### config.mk
export PLATFORM = sky130hd
export DESIGN_NAME = viterbi_frame_ctrl
export DESIGN_NICKNAME = d
export VERILOG_FILES = /design/src/rtl/viterbi_frame_ctrl.sv
export SDC_FILE = /design/constraint.sdc
export NUM_CORES = 1
export LEC_CHECK = 0
export CORE_MARGIN = 2
export CORE_UTILIZATION = 50
export CTS_CLUSTER_DIAMETER = 150
export CTS_CLUSTER_SIZE = 8
export DETAILED_ROUTE_END_ITERATION = 8
export PLACE_DENSITY_LB_ADDON = 0.1
export SETUP_SLACK_MARGIN = 0.5
export SLEW_MARGIN = 20
export SYNTH_ARGS = -nofsm -noshare
export SYNTH_HDL_FRONTEND = slang
export SYNTH_SLANG_ARGS = --single-unit
### constraint.sdc
create_clock -name clk -period 5.3 [get_ports clk]
set_input_delay 0.53 -clock clk [delete_from_list [all_inputs] [get_ports clk]]
set_output_delay 0.53 -clock clk [all_outputs]
set_load 0.1 [all_outputs]
### src/rtl/viterbi_frame_ctrl.sv
// Frame sequencer for the encoder -> channel -> Viterbi decoder test link.
// Optional channel error injection is built only when VITERBI_ERR_INJ_EN is defined.
module viterbi_frame_ctrl #(
  parameter int FRAME_LEN  = 256,
  parameter int TAIL_LEN   = 2,
  parameter int DRAIN_LEN  = 64,
  parameter int ERR_PERIOD = 32,
  parameter int ERR_BURST  = 2
) (
  input  logic        clk,
  input  logic        rst,
  input  logic        start_i,
  input  logic        inj_on_i,
  input  logic        src_valid_i,
  input  logic        src_bit_i,
  output logic        src_ready_o,
  output logic        enc_enable_o,
  output logic        enc_bit_o,
  input  logic        enc_valid_i,
  output logic [1:0]  err_mask_o,
  output logic        dec_enable_o,
  output logic        busy_o,
  output logic        done_o,
  output logic [15:0] frame_ct_o,
  output logic [15:0] inj_ct_o
);

  // state   | meaning
  // IDLE    | waiting for start_i, encoder idle
  // PAYLOAD | forwarding source bits to the encoder
  // TAIL    | feeding zero flush bits
  // DRAIN   | waiting for decoder traceback
  // DONE    | one-cycle completion pulse
  typedef enum logic [2:0] {IDLE, PAYLOAD, TAIL, DRAIN, DONE} state_t;

  localparam int BIT_W   = $clog2(FRAME_LEN + 1);
  localparam int TAIL_W  = $clog2(TAIL_LEN + 1);
  localparam int DRAIN_W = $clog2(DRAIN_LEN + 1);

  state_t             state, state_nx;
  logic [BIT_W-1:0]   bit_ct;
  logic [TAIL_W-1:0]  tail_ct;
  logic [DRAIN_W-1:0] drain_ct;
  logic               handshake;
  logic               start_acc;

  assign start_acc = (state == IDLE) && start_i;
  assign handshake = src_valid_i && src_ready_o;
  assign busy_o    = (state != IDLE);
  assign done_o    = (state == DONE);

  always_comb begin
    state_nx     = state;
    src_ready_o  = 1'b0;
    enc_enable_o = 1'b0;
    enc_bit_o    = 1'b0;
    case (state)
      IDLE: if (start_i) state_nx = PAYLOAD;
      PAYLOAD: begin
        src_ready_o = 1'b1;
        if (src_valid_i) begin
          enc_enable_o = 1'b1;
          enc_bit_o    = src_bit_i;
          if (bit_ct == BIT_W'(FRAME_LEN - 1)) state_nx = TAIL;
        end
      end
      TAIL: begin
        enc_enable_o = 1'b1;
        if (tail_ct == TAIL_W'(TAIL_LEN - 1)) state_nx = DRAIN;
      end
      DRAIN: if (drain_ct == DRAIN_W'(DRAIN_LEN - 1)) state_nx = DONE;
      DONE: state_nx = IDLE;
      default: state_nx = IDLE;
    endcase
  end

  always_ff @(posedge clk) begin
    if (rst) begin
      state        <= IDLE;
      bit_ct       <= '0;
      tail_ct      <= '0;
      drain_ct     <= '0;
      frame_ct_o   <= '0;
      dec_enable_o <= 1'b0;
    end else begin
      state        <= state_nx;
      dec_enable_o <= enc_valid_i;
      if (start_acc) begin
        bit_ct   <= '0;
        tail_ct  <= '0;
        drain_ct <= '0;
      end
      if (state == PAYLOAD && handshake) bit_ct <= bit_ct + 1'b1;
      if (state == TAIL) tail_ct <= tail_ct + 1'b1;
      if (state == DRAIN) drain_ct <= drain_ct + 1'b1;
      if (state == DONE) frame_ct_o <= frame_ct_o + 16'd1;
    end
  end

`ifdef VITERBI_ERR_INJ_EN
  localparam int SYM_W = $clog2(ERR_PERIOD);

  logic [SYM_W-1:0] sym_ct;
  logic             inj_active;
  logic             inject;

  // The corrupted burst sits at the tail end of each symbol window.
  assign inject     = inj_active && enc_valid_i &&
                      (sym_ct >= SYM_W'(ERR_PERIOD - ERR_BURST));
  assign err_mask_o = {inject, inject};

  always_ff @(posedge clk) begin
    if (rst) begin
      sym_ct     <= '0;
      inj_active <= 1'b0;
      inj_ct_o   <= '0;
    end else begin
      if (start_acc) begin
        sym_ct     <= '0;
        inj_active <= inj_on_i;
      end else begin
        if (enc_valid_i)
          sym_ct <= (sym_ct == SYM_W'(ERR_PERIOD - 1)) ? '0 : sym_ct + 1'b1;
        if (state == DONE) inj_active <= 1'b0;
      end
      if (inject && inj_ct_o != 16'hFFFF) inj_ct_o <= inj_ct_o + 16'd1;
    end
  end
`else
  logic unused_inj_on;

  assign unused_inj_on = inj_on_i;
  assign err_mask_o    = 2'b00;
  assign inj_ct_o      = 16'd0;
`endif

endmodule

==> flow_metrics.env, run 1 <==
export IMPL_clock_sinks=38
export IMPL_hold_slack_ns=0.473
export IMPL_placed_cells=303
export IMPL_nNetsFinal=274
export IMPL_critPathMaxFanout=9
export IMPL_wl_met3_um=176
export IMPL_n_antenna_cell=0
export IMPL_powerDensity_nw_per_um2=248
export IMPL_numCtsBuffers=5
export IMPL_avgSynthCellArea_sq_um=8.37
export IMPL_grt_pass1_vias=1481
export IMPL_synth_area_sq_um=1980
export IMPL_rows=22
export IMPL_viasPerCell=5.35
export IMPL_hold_depth=2
export IMPL_ant_nets=0
export IMPL_async_flop_share=0
export IMPL_hold_class="reg -> reg"
export IMPL_rr_worst_depth=4
export IMPL_die_y_um=67
export IMPL_cts_tree="built"
export IMPL_final_setup_skew_ns=0.00390
export IMPL_wirelength_um=3760
export IMPL_fmax_mhz=300
export IMPL_fin_crit_ns=3.33
export IMPL_clk_pin_slew_worst_paths_ns=0.07
export IMPL_crit_type="in -> out"
export IMPL_rsz0062_at_grt="no"
export IMPL_postCtsSetupBuffers=0
export IMPL_dr_max_layer_used="met4"
export IMPL_setup_ws_ns=1.97
export IMPL_fin_setup_tns_ns=0
export IMPL_p_leak_nw=0.794
export IMPL_cts_buffer_depth=2
export IMPL_clock_latency_ns=0.28
export IMPL_grt_max_degree=40
export IMPL_ys_flop_type="dfxtp_1"
export IMPL_drive_gt1_frac=0.0649
export IMPL_ir_worst_vdd_uv=164
export IMPL_outcome="finished, final reports clean"
export IMPL_io_pins=47
export IMPL_maxSlewHeadroom=0.349
export IMPL_ys_seq_area_frac=0.383
export IMPL_hold_viol=0
export IMPL_met2_length_um=1590
export IMPL_fin_util=0.614
export IMPL_overflow=0
export IMPL_cp_start_kind="input pin"
export IMPL_post_drt_wl_per_cell_um=12.1
export IMPL_hold_buffers=0
export IMPL_htree_levels=2
export IMPL_synthCells=237
export IMPL_hpwl_um=2560
export IMPL_worst_pin_slew_ns=0.973
export IMPL_maxCapViolCount=0
export IMPL_arrival_ns=2.80
export IMPL_required_ns=4.77
export IMPL_drc=0
export IMPL_critPathCaptureType="output port"
export IMPL_die_x_um=67
export IMPL_core_area_sq_um=3740
export IMPL_slew_violations=0
export IMPL_post_place_ws_ns=1.95
export IMPL_area_delta_synth_final_pct=15.8
export IMPL_grt_pass1_wl_um=6360
export IMPL_yosys_warnings=0
export IMPL_finalNonFillerCells=310
export IMPL_groute_usage_overall=0.185
export IMPL_fin_crit_sh=0.629
export IMPL_drt_iter0_markers=68
export IMPL_ys_ff_latch=38
export IMPL_first_pass_iters=5
export IMPL_wl_met1_um=1950
export IMPL_port_buffers=27
export IMPL_antenna_found_initial=0
export IMPL_synthDistinctLibCells=45
export IMPL_postCtsResizedCells=0
export IMPL_synth_edf_count=0
export IMPL_place_gp_congestion=0.777
export IMPL_die_area_sq_um=4490
export IMPL_cts_root_buf="clkbuf_8"
export IMPL_initial_core_util=0.530
export IMPL_setup_viol=0
export IMPL_num_vias=1657
synthesized netlist by cell type, drive strengths merged (2+ instances only):
cell,instances,area share
nand2b,3,0.0095
o21ai,9,0.023
clkbuf,8,0.015
nand4bb,3,0.017
nor3b,4,0.021
ha,5,0.032
buf,21,0.075
a22oi,2,0.0076
dfxtp,38,0.38
a311oi,3,0.013
nand4,7,0.025
and3,5,0.016
nand3b,5,0.019
nor2,34,0.064
a21oi,13,0.033
xor2,5,0.022
nor3,10,0.025
nor4,3,0.0095
nand2,10,0.019
nand3,7,0.018
or3,8,0.026
inv,6,0.011
xnor2,8,0.035
or2,2,0.0063
a211oi,3,0.011
metrics by stage:
step                total power [W]  instance area, sq um
finish                     0.000571                  2300
global route               0.000594                  2300
CTS                        0.000580                  2300
detailed placement         0.000395                  2220
global placement           0.000394                  2220
floorplan                  0.000392                  2050
layer usage:
metal / vias up / GRT usage
met5: - / 0
met4: 0 / 0.0689
met3: 5 / 0.0456
met2: 38 / 0.293
met1: 769 / 0.240
li1: 845 / -
flip-flops by register name, summed over array words and instances, names as in the netlist:
| register | flops |
|---|---|
| frame_ct_o | 16 |
| tail_ct | 2 |
| dec_enable_o | 1 |
| drain_ct | 7 |
| state | 3 |
| bit_ct | 9 |
power breakdown:
group | total [W] | switching [W] | internal, W
clock | 0.000182 | 0.0000920 | 0.0000905
sequential | 0.000290 | 0.00000304 | 0.000287
combinational | 0.0000981 | 0.0000848 | 0.0000133
cells by family after synthesis:
| family | Yosys count | synth area share |
|---|---|---|
| AOI/OAI and AO/OA | 35 | 0.108 |
| xor gates and xnor gates | 13 | 0.0574 |
| adders and majority gates | 5 | 0.0315 |
| buffers and inverters | 35 | 0.102 |
| DFF | 38 | 0.383 |
| muxes | 2 | 0.0107 |
| other | 1 | 0.00189 |
| and+or+nand+nor | 108 | 0.306 |
worst max-delay path: stages:
cell and delay [ns]:
clkdlybuf4s50_1 0.53, nor4bb_1 0.29, buf_4 0.20, and2_1 0.13, clkdlybuf4s50_1 1.12
path summary, 6_finish.rpt:
kind / slack (ns) / end / from
max reg2reg: 3.42 / bit_ct[7]$_SDFFE_PP0P_ / state[0]$_SDFFE_PP0P_
max: 1.97 / enc_bit_o / src_valid_i
min: 0.47 / tail_ct[0]$_SDFFE_PP0P_ / tail_ct[0]$_SDFFE_PP0P_
min reg2reg: 0.47 / tail_ct[0]$_SDFFE_PP0P_ / tail_ct[0]$_SDFFE_PP0P_
placed cells by master, fill, tap and decap left out, types with 5 or more instances in the layout:
cell,netlist,final
o21ai_0,9,9
or3_1,6,6
nand2_1,10,10
clkbuf_8,0,5
nand4_1,6,6
nand3_1,7,7
conb_1,1,18
nor2_1,34,34
ha_1,5,5
dfxtp_1,38,38
clkdlybuf4s50_1,0,27
nor3_1,10,10
and3_1,5,5
xnor2_1,8,8
a21oi_1,13,13
nand3b_1,5,5
xor2_1,5,5
inv_1,6,6
layout make-up:
type	instances	area (sq um)
clock buffer	7	76.3
timing repair buffer	30	293
multi-input combinational	181	1090
sequential	38	761
inverter	6	22.5
fill	352	1450
tap	48	60.1
Note: power is estimated with default switching activity, not from simulation.
==> run 2, diff against run 1 <==
--- a/config.mk
+++ b/config.mk
@@ -6,7 +6,7 @@
 export NUM_CORES = 1
 export LEC_CHECK = 0
 export CORE_MARGIN = 2
-export CORE_UTILIZATION = 50
+export CORE_UTILIZATION = 45
 export CTS_CLUSTER_DIAMETER = 150
 export CTS_CLUSTER_SIZE = 8
 export DETAILED_ROUTE_END_ITERATION = 8
==> constraint.sdc (replaced) <==
create_clock -name clk -period 2.78 [get_ports clk]
set_input_delay 0.278 -clock clk [delete_from_list [all_inputs] [get_ports clk]]
set_output_delay 0.278 -clock clk [all_outputs]
set_load 0.1 [all_outputs]
==> run 2 against run 1 <==
Net effect: combinational power increased by 92%; die area increased by 10%; setup slack got worse by 1.3 ns; core utilization decreased by 7.6 points; global-route usage decreased by 2.6 points; first-iteration DRC count increased by 1.5%; flip-flop and latch count unchanged; sequential share of layout area increased by 0.073 points; worst hold slack improved by 0.0042 ns; largest cell class unchanged; highest routed layer unchanged.
==> flow_metrics.env, run 2 (same netlist as run 1, synthesis figures left out) <==
export IMPL_outcome="finished, final reports clean"
export IMPL_cp_startpoint="state[0]$_SDFFE_PP0P_"
export IMPL_num_vias=1625
export IMPL_clk_pin_slew_worst_paths_ns=0.07
export IMPL_arrival_ns=1.83
export IMPL_viasPerCell=5.16
export IMPL_crit_buf_inv=2
export IMPL_hold_buffers=0
export IMPL_cp_start_kind="register"
export IMPL_drt_iter0_markers=69
export IMPL_cts_root_buf="clkbuf_8"
export IMPL_layout_common_cells="nor2_1, dfxtp_1, buf_4"
export IMPL_rows=24
export IMPL_grt_max_degree=28
export IMPL_clock_sinks=38
export IMPL_place_area_sq_um=2200
export IMPL_core_area_sq_um=4290
export IMPL_antenna_found_initial=0
export IMPL_overflow=0
export IMPL_largest_reg_flops=16
export IMPL_design_power_total_w=0.00118
export IMPL_crit_chain="nor4bb_1, buf_4, and2_1, buf_12"
export IMPL_setup_viol=0
export IMPL_io_pins=47
export IMPL_maxSlewHeadroom=0.602
export IMPL_clock_latency_ns=0.29
export IMPL_worst_pin_slew_ns=0.596
export IMPL_finalNonFillerCells=315
export IMPL_cp_slowest_stage_delay_ns=0.67
export IMPL_seqCellArea_sq_um=766
export IMPL_nNetsFinal=274
export IMPL_ir_worst_vdd_uv=315
export IMPL_final_setup_skew_ns=0.00365
export IMPL_critPathCaptureType="output port"
export IMPL_multi_input_area_sq_um=1090
export IMPL_crit_type="reg -> out"
export IMPL_groute_usage_overall=0.159
export IMPL_fmax_mhz=474
export IMPL_drive_gt1_frac=0.183
export IMPL_wirelength_um=3730
export IMPL_die_x_um=70.4
export IMPL_port_buffers=27
export IMPL_fin_crit_ns=2.11
export IMPL_first_pass_iters=4
export IMPL_htree_levels=2
export IMPL_rsz0062_at_grt="no"
export IMPL_initial_core_util=0.462
export IMPL_fin_setup_tns_ns=0
export IMPL_hold_viol=0
export IMPL_critPathMaxFanout=17
export IMPL_required_ns=2.50
export IMPL_ant_nets=0
export IMPL_hpwl_um=2580
export IMPL_crit_family="flip-flops"
export IMPL_r2r_start="state[0]$_SDFFE_PP0P_"
export IMPL_numCtsBuffers=5
export IMPL_hp_start="tail_ct[0]$_SDFFE_PP0P_"
export IMPL_post_drt_wl_per_cell_um=11.8
export IMPL_die_area_sq_um=4960
export IMPL_placed_cells=307
export IMPL_grt_pass1_vias=1410
export IMPL_fillCellCount=423
export IMPL_n_antenna_cell=0
export IMPL_fin_crit_sh=0.759
export IMPL_top_register="frame_ct_o"
export IMPL_cts_buffer_depth=2
export IMPL_cpMaxStageDelayCell="dfxtp_1"
export IMPL_postCtsSetupBuffers=0
export IMPL_hold_class="reg -> reg"
export IMPL_die_y_um=70.4
export IMPL_postCtsResizedCells=0
export IMPL_grt_pass1_wl_um=6360
export IMPL_place_gp_congestion=0.712
export IMPL_drc=0
export IMPL_fin_util=0.538
export IMPL_top_regs="frame_ct_o (16), bit_ct (9), drain_ct (7)"
export IMPL_cts_tree="built"
export IMPL_slew_violations=0
export IMPL_powerDensity_nw_per_um2=511
export IMPL_postLayoutCellArea_sq_um=2310
export IMPL_p_leak_nw=0.865
export IMPL_area_delta_synth_final_pct=16.3
export IMPL_maxCapViolCount=0
## run 2: cell count changes in the layout (fill, tap and decap cells not counted), sizes merged
| cell | delta |
|---|---|
| buf | +22 |
| clkdlybuf4s50 | -22 |
| clkbuf | +1 |
## run 2: area by class of cell
type | count | share of cell area
inverters | 6 | 0.00976
clock buffers | 8 | 0.0477
repair buffers | 30 | 0.108
flip-flops and latches | 38 | 0.332
well taps | 52 | 0.0282
multi-input cells | 181 | 0.474
## run 2: final timing paths
check                            end  slack [ns]  cells after the start
min reg2reg  tail_ct[0]$_SDFFE_PP0P_        0.48                      2
max reg2reg   bit_ct[7]$_SDFFE_PP0P_        0.92                      4
min          tail_ct[0]$_SDFFE_PP0P_        0.48                      2
max                        enc_bit_o        0.67                      4
## run 2: worst reg2reg max path: stages (launching register included)
cell and delay [ns]:
dfxtp_1 0.67, nand4bb_1 0.31, nor3_1 0.38, nand3_1 0.13, mux2_2 0.28
## run 2: through the flow
step | setup WS, ns | hold slack, ns
2_1_floorplan | 0.441 | 0.406
3_3_place_gp | 0.845 | 0.459
3_5_place_dp | 0.858 | 0.466
4_1_cts | 0.680 | 0.479
5_1_grt | 0.555 | 0.499
6_report | 0.671 | 0.477
## run 2: power by group
part,switching (W),internal (W),total [W]
Combinational,0.000163,0.0000257,0.000188
Clock,0.000189,0.000250,0.000439
Sequential,0.00000594,0.000547,0.000553
Total,0.000357,0.000823,0.00118
## run 2: metal layers
metal  track usage  share of wire  up-vias
met5             0              0        -
met4        0.0833          0.018        0
met3        0.0361          0.043        6
met2         0.242           0.45       32
met1         0.208           0.48      742
li1              -              -      845
==> run 3, diff against run 2 <==
--- a/config.mk
+++ b/config.mk
@@ -6,7 +6,7 @@
 export NUM_CORES = 1
 export LEC_CHECK = 0
 export CORE_MARGIN = 2
-export CORE_UTILIZATION = 45
+export CORE_UTILIZATION = 49
 export CTS_CLUSTER_DIAMETER = 150
 export CTS_CLUSTER_SIZE = 8
 export DETAILED_ROUTE_END_ITERATION = 8
==> constraint.sdc (replaced) <==
create_clock -name clk -period 2.05 [get_ports clk]
set_input_delay 0.205 -clock clk [delete_from_list [all_inputs] [get_ports clk]]
set_output_delay 0.205 -clock clk [all_outputs]
set_load 0.1 [all_outputs]
==> run 3 against run 2 <==
Net effect: power increased by 34%; die area is 7.7% lower; count of clock-buffer cells in the layout decreased by 1; global-route usage grew 3.6 points; combinational power grew 65%; register-to-register slack lost 0.45 ns; first-iteration DRC count is 12% higher; critical path depth down 1; clock skew up 0.0017 ns; core utilization grew 18 points; critical endpoint is now busy_o; largest power group unchanged; highest routed layer unchanged.
==> flow_metrics.env, run 3 (same netlist as run 1, synthesis figures left out) <==
export IMPL_largest_reg_flops=16
export IMPL_clock_sinks=38
export IMPL_fin_crit_ns=1.60
export IMPL_fin_crit_sh=0.780
export IMPL_grt_max_degree=14
export IMPL_hp_start="src_valid_i"
export IMPL_port_buffers=27
export IMPL_arrival_ns=1.39
export IMPL_required_ns=1.85
export IMPL_cts_buffer_depth=2
export IMPL_place_gp_congestion=0.798
export IMPL_first_pass_iters=4
export IMPL_drt_iter0_markers=77
export IMPL_initial_core_util=0.503
export IMPL_grt_pass1_wl_um=6730
export IMPL_top_regs="frame_ct_o (16), bit_ct (9), drain_ct (7)"
export IMPL_crit_type="reg -> out"
export IMPL_hold_buffers=0
export IMPL_numCtsBuffers=5
export IMPL_sw_frac_of_total=0.318
export IMPL_cts_tree="built"
export IMPL_grt_pass1_vias=1534
export IMPL_drive_gt1_frac=0.394
export IMPL_core_area_sq_um=3940
export IMPL_critPathCaptureType="output port"
export IMPL_drc=0
export IMPL_clk_pin_slew_worst_paths_ns=0.07
export IMPL_die_x_um=67.6
export IMPL_layout_common_cells="buf_4, nor2_1, dfxtp_1"
export IMPL_antenna_found_initial=0
export IMPL_fin_setup_tns_ns=0
export IMPL_post_drt_wl_per_cell_um=12.5
export IMPL_ir_worst_vdd_uv=419
export IMPL_wirelength_um=4340
export IMPL_area_delta_synth_final_pct=43.2
export IMPL_r2r_start="state[1]$_SDFFE_PP0P_"
export IMPL_hold_depth=4
export IMPL_hpwl_um=2810
export IMPL_final_common_cell="buf_4"
export IMPL_power_frac_comb=0.197
export IMPL_p_int_w=0.00108
export IMPL_num_vias=1841
export IMPL_rsz0062_at_grt="yes"
export IMPL_fmax_mhz=626
export IMPL_post_place_ws_ns=0.218
export IMPL_cp_start_kind="register"
export IMPL_viasPerCell=5.31
export IMPL_powerDensity_nw_per_um2=555
export IMPL_groute_usage_overall=0.194
export IMPL_rr_worst_depth=5
export IMPL_p_switching_w=0.000502
export IMPL_rows=23
export IMPL_top_register="frame_ct_o"
export IMPL_cp_startpoint="state[1]$_SDFFE_PP0P_"
export IMPL_maxCapViolCount=0
export IMPL_die_area_sq_um=4580
export IMPL_outcome="finished, final reports clean"
export IMPL_clock_latency_ns=0.29
export IMPL_nNetsFinal=308
export IMPL_htree_levels=2
export IMPL_setup_ws_ns=0.451
export IMPL_final_setup_skew_ns=0.00538
export IMPL_overflow=0
export IMPL_die_y_um=67.6
export IMPL_slew_violations=0
export IMPL_cts_root_buf="clkbuf_8"
export IMPL_hold_class="in -> reg"
export IMPL_critPathMaxFanout=7
export IMPL_setup_viol=0
export IMPL_p_leak_nw=1.09
export IMPL_hold_viol=0
export IMPL_p_seq_frac=0.467
export IMPL_io_pins=47
export IMPL_n_antenna_cell=0
export IMPL_ant_nets=0
export IMPL_p_clk_frac=0.337
-- run 3: through the flow --
step / hold slack, ns / util / instance area (sq um) / power, W / std cells
floorplan: 0.333 / - / 2150 / 0.00102 / 254
global placement: 0.458 / 0.603 / 2380 / 0.00104 / 313
detailed placement: 0.470 / 0.603 / 2380 / 0.00104 / 313
CTS: 0.458 / 0.671 / 2640 / 0.00157 / 332
global route: 0.458 / 0.721 / 2840 / 0.00164 / 347
finish: 0.406 / 0.721 / 2840 / 0.00158 / 347
-- run 3: repair_timing --
| item | in CTS | in global routing |
|---|---|---|
| setup buffers | 11 | 15 |
| gates resized for setup | 20 | 25 |
| endpoints found under the setup margin | 25 | 20 |
| pin swaps | 6 | 16 |
-- run 3: final timing paths --
check | endpoint | slack [ns]
setup / recovery | busy_o | 0.45
hold / removal | state[0]$_SDFFE_PP0P_ | 0.41
setup reg to reg | bit_ct[7]$_SDFFE_PP0P_ | 0.47
hold reg to reg | drain_ct[5]$_SDFFE_PP0P_ | 0.49
-- run 3: layout make-up --
class	count	area [sq um]
inverters	6	22.5
multi-input cells	181	1280
repair buffers	64	578
fillers	298	1100
clock buffers	7	86.3
flip-flops and latches	38	807
clock inverters	1	5.00
well taps	50	62.6
-- run 3: routing by layer --
| layer | track usage | wire [um] | vias up |
|---|---|---|---|
| met3 | 0.0550 | 172 | 5 |
| met2 | 0.306 | 2090 | 41 |
| met4 | 0.0765 | 51 | 0 |
| met1 | 0.250 | 2020 | 876 |
| li1 | - | - | 919 |
| met5 | 0 | 0 | - |
-- run 3: critical path, stage by stage (launching register included) --
cell     delay [ns]
dfxtp_4        0.37
buf_4          0.17
or3_4          0.38
buf_12         0.17
-- run 3: power by group through the flow --
stage	clock, W	combinational, W	sequential (W)
3_3_place_gp	0	0.000277	0.000762
2_1_floorplan	0	0.000251	0.000765
6_report	0.000531	0.000310	0.000736
4_1_cts	0.000543	0.000295	0.000736
5_1_grt	0.000581	0.000324	0.000736
3_5_place_dp	0	0.000278	0.000762
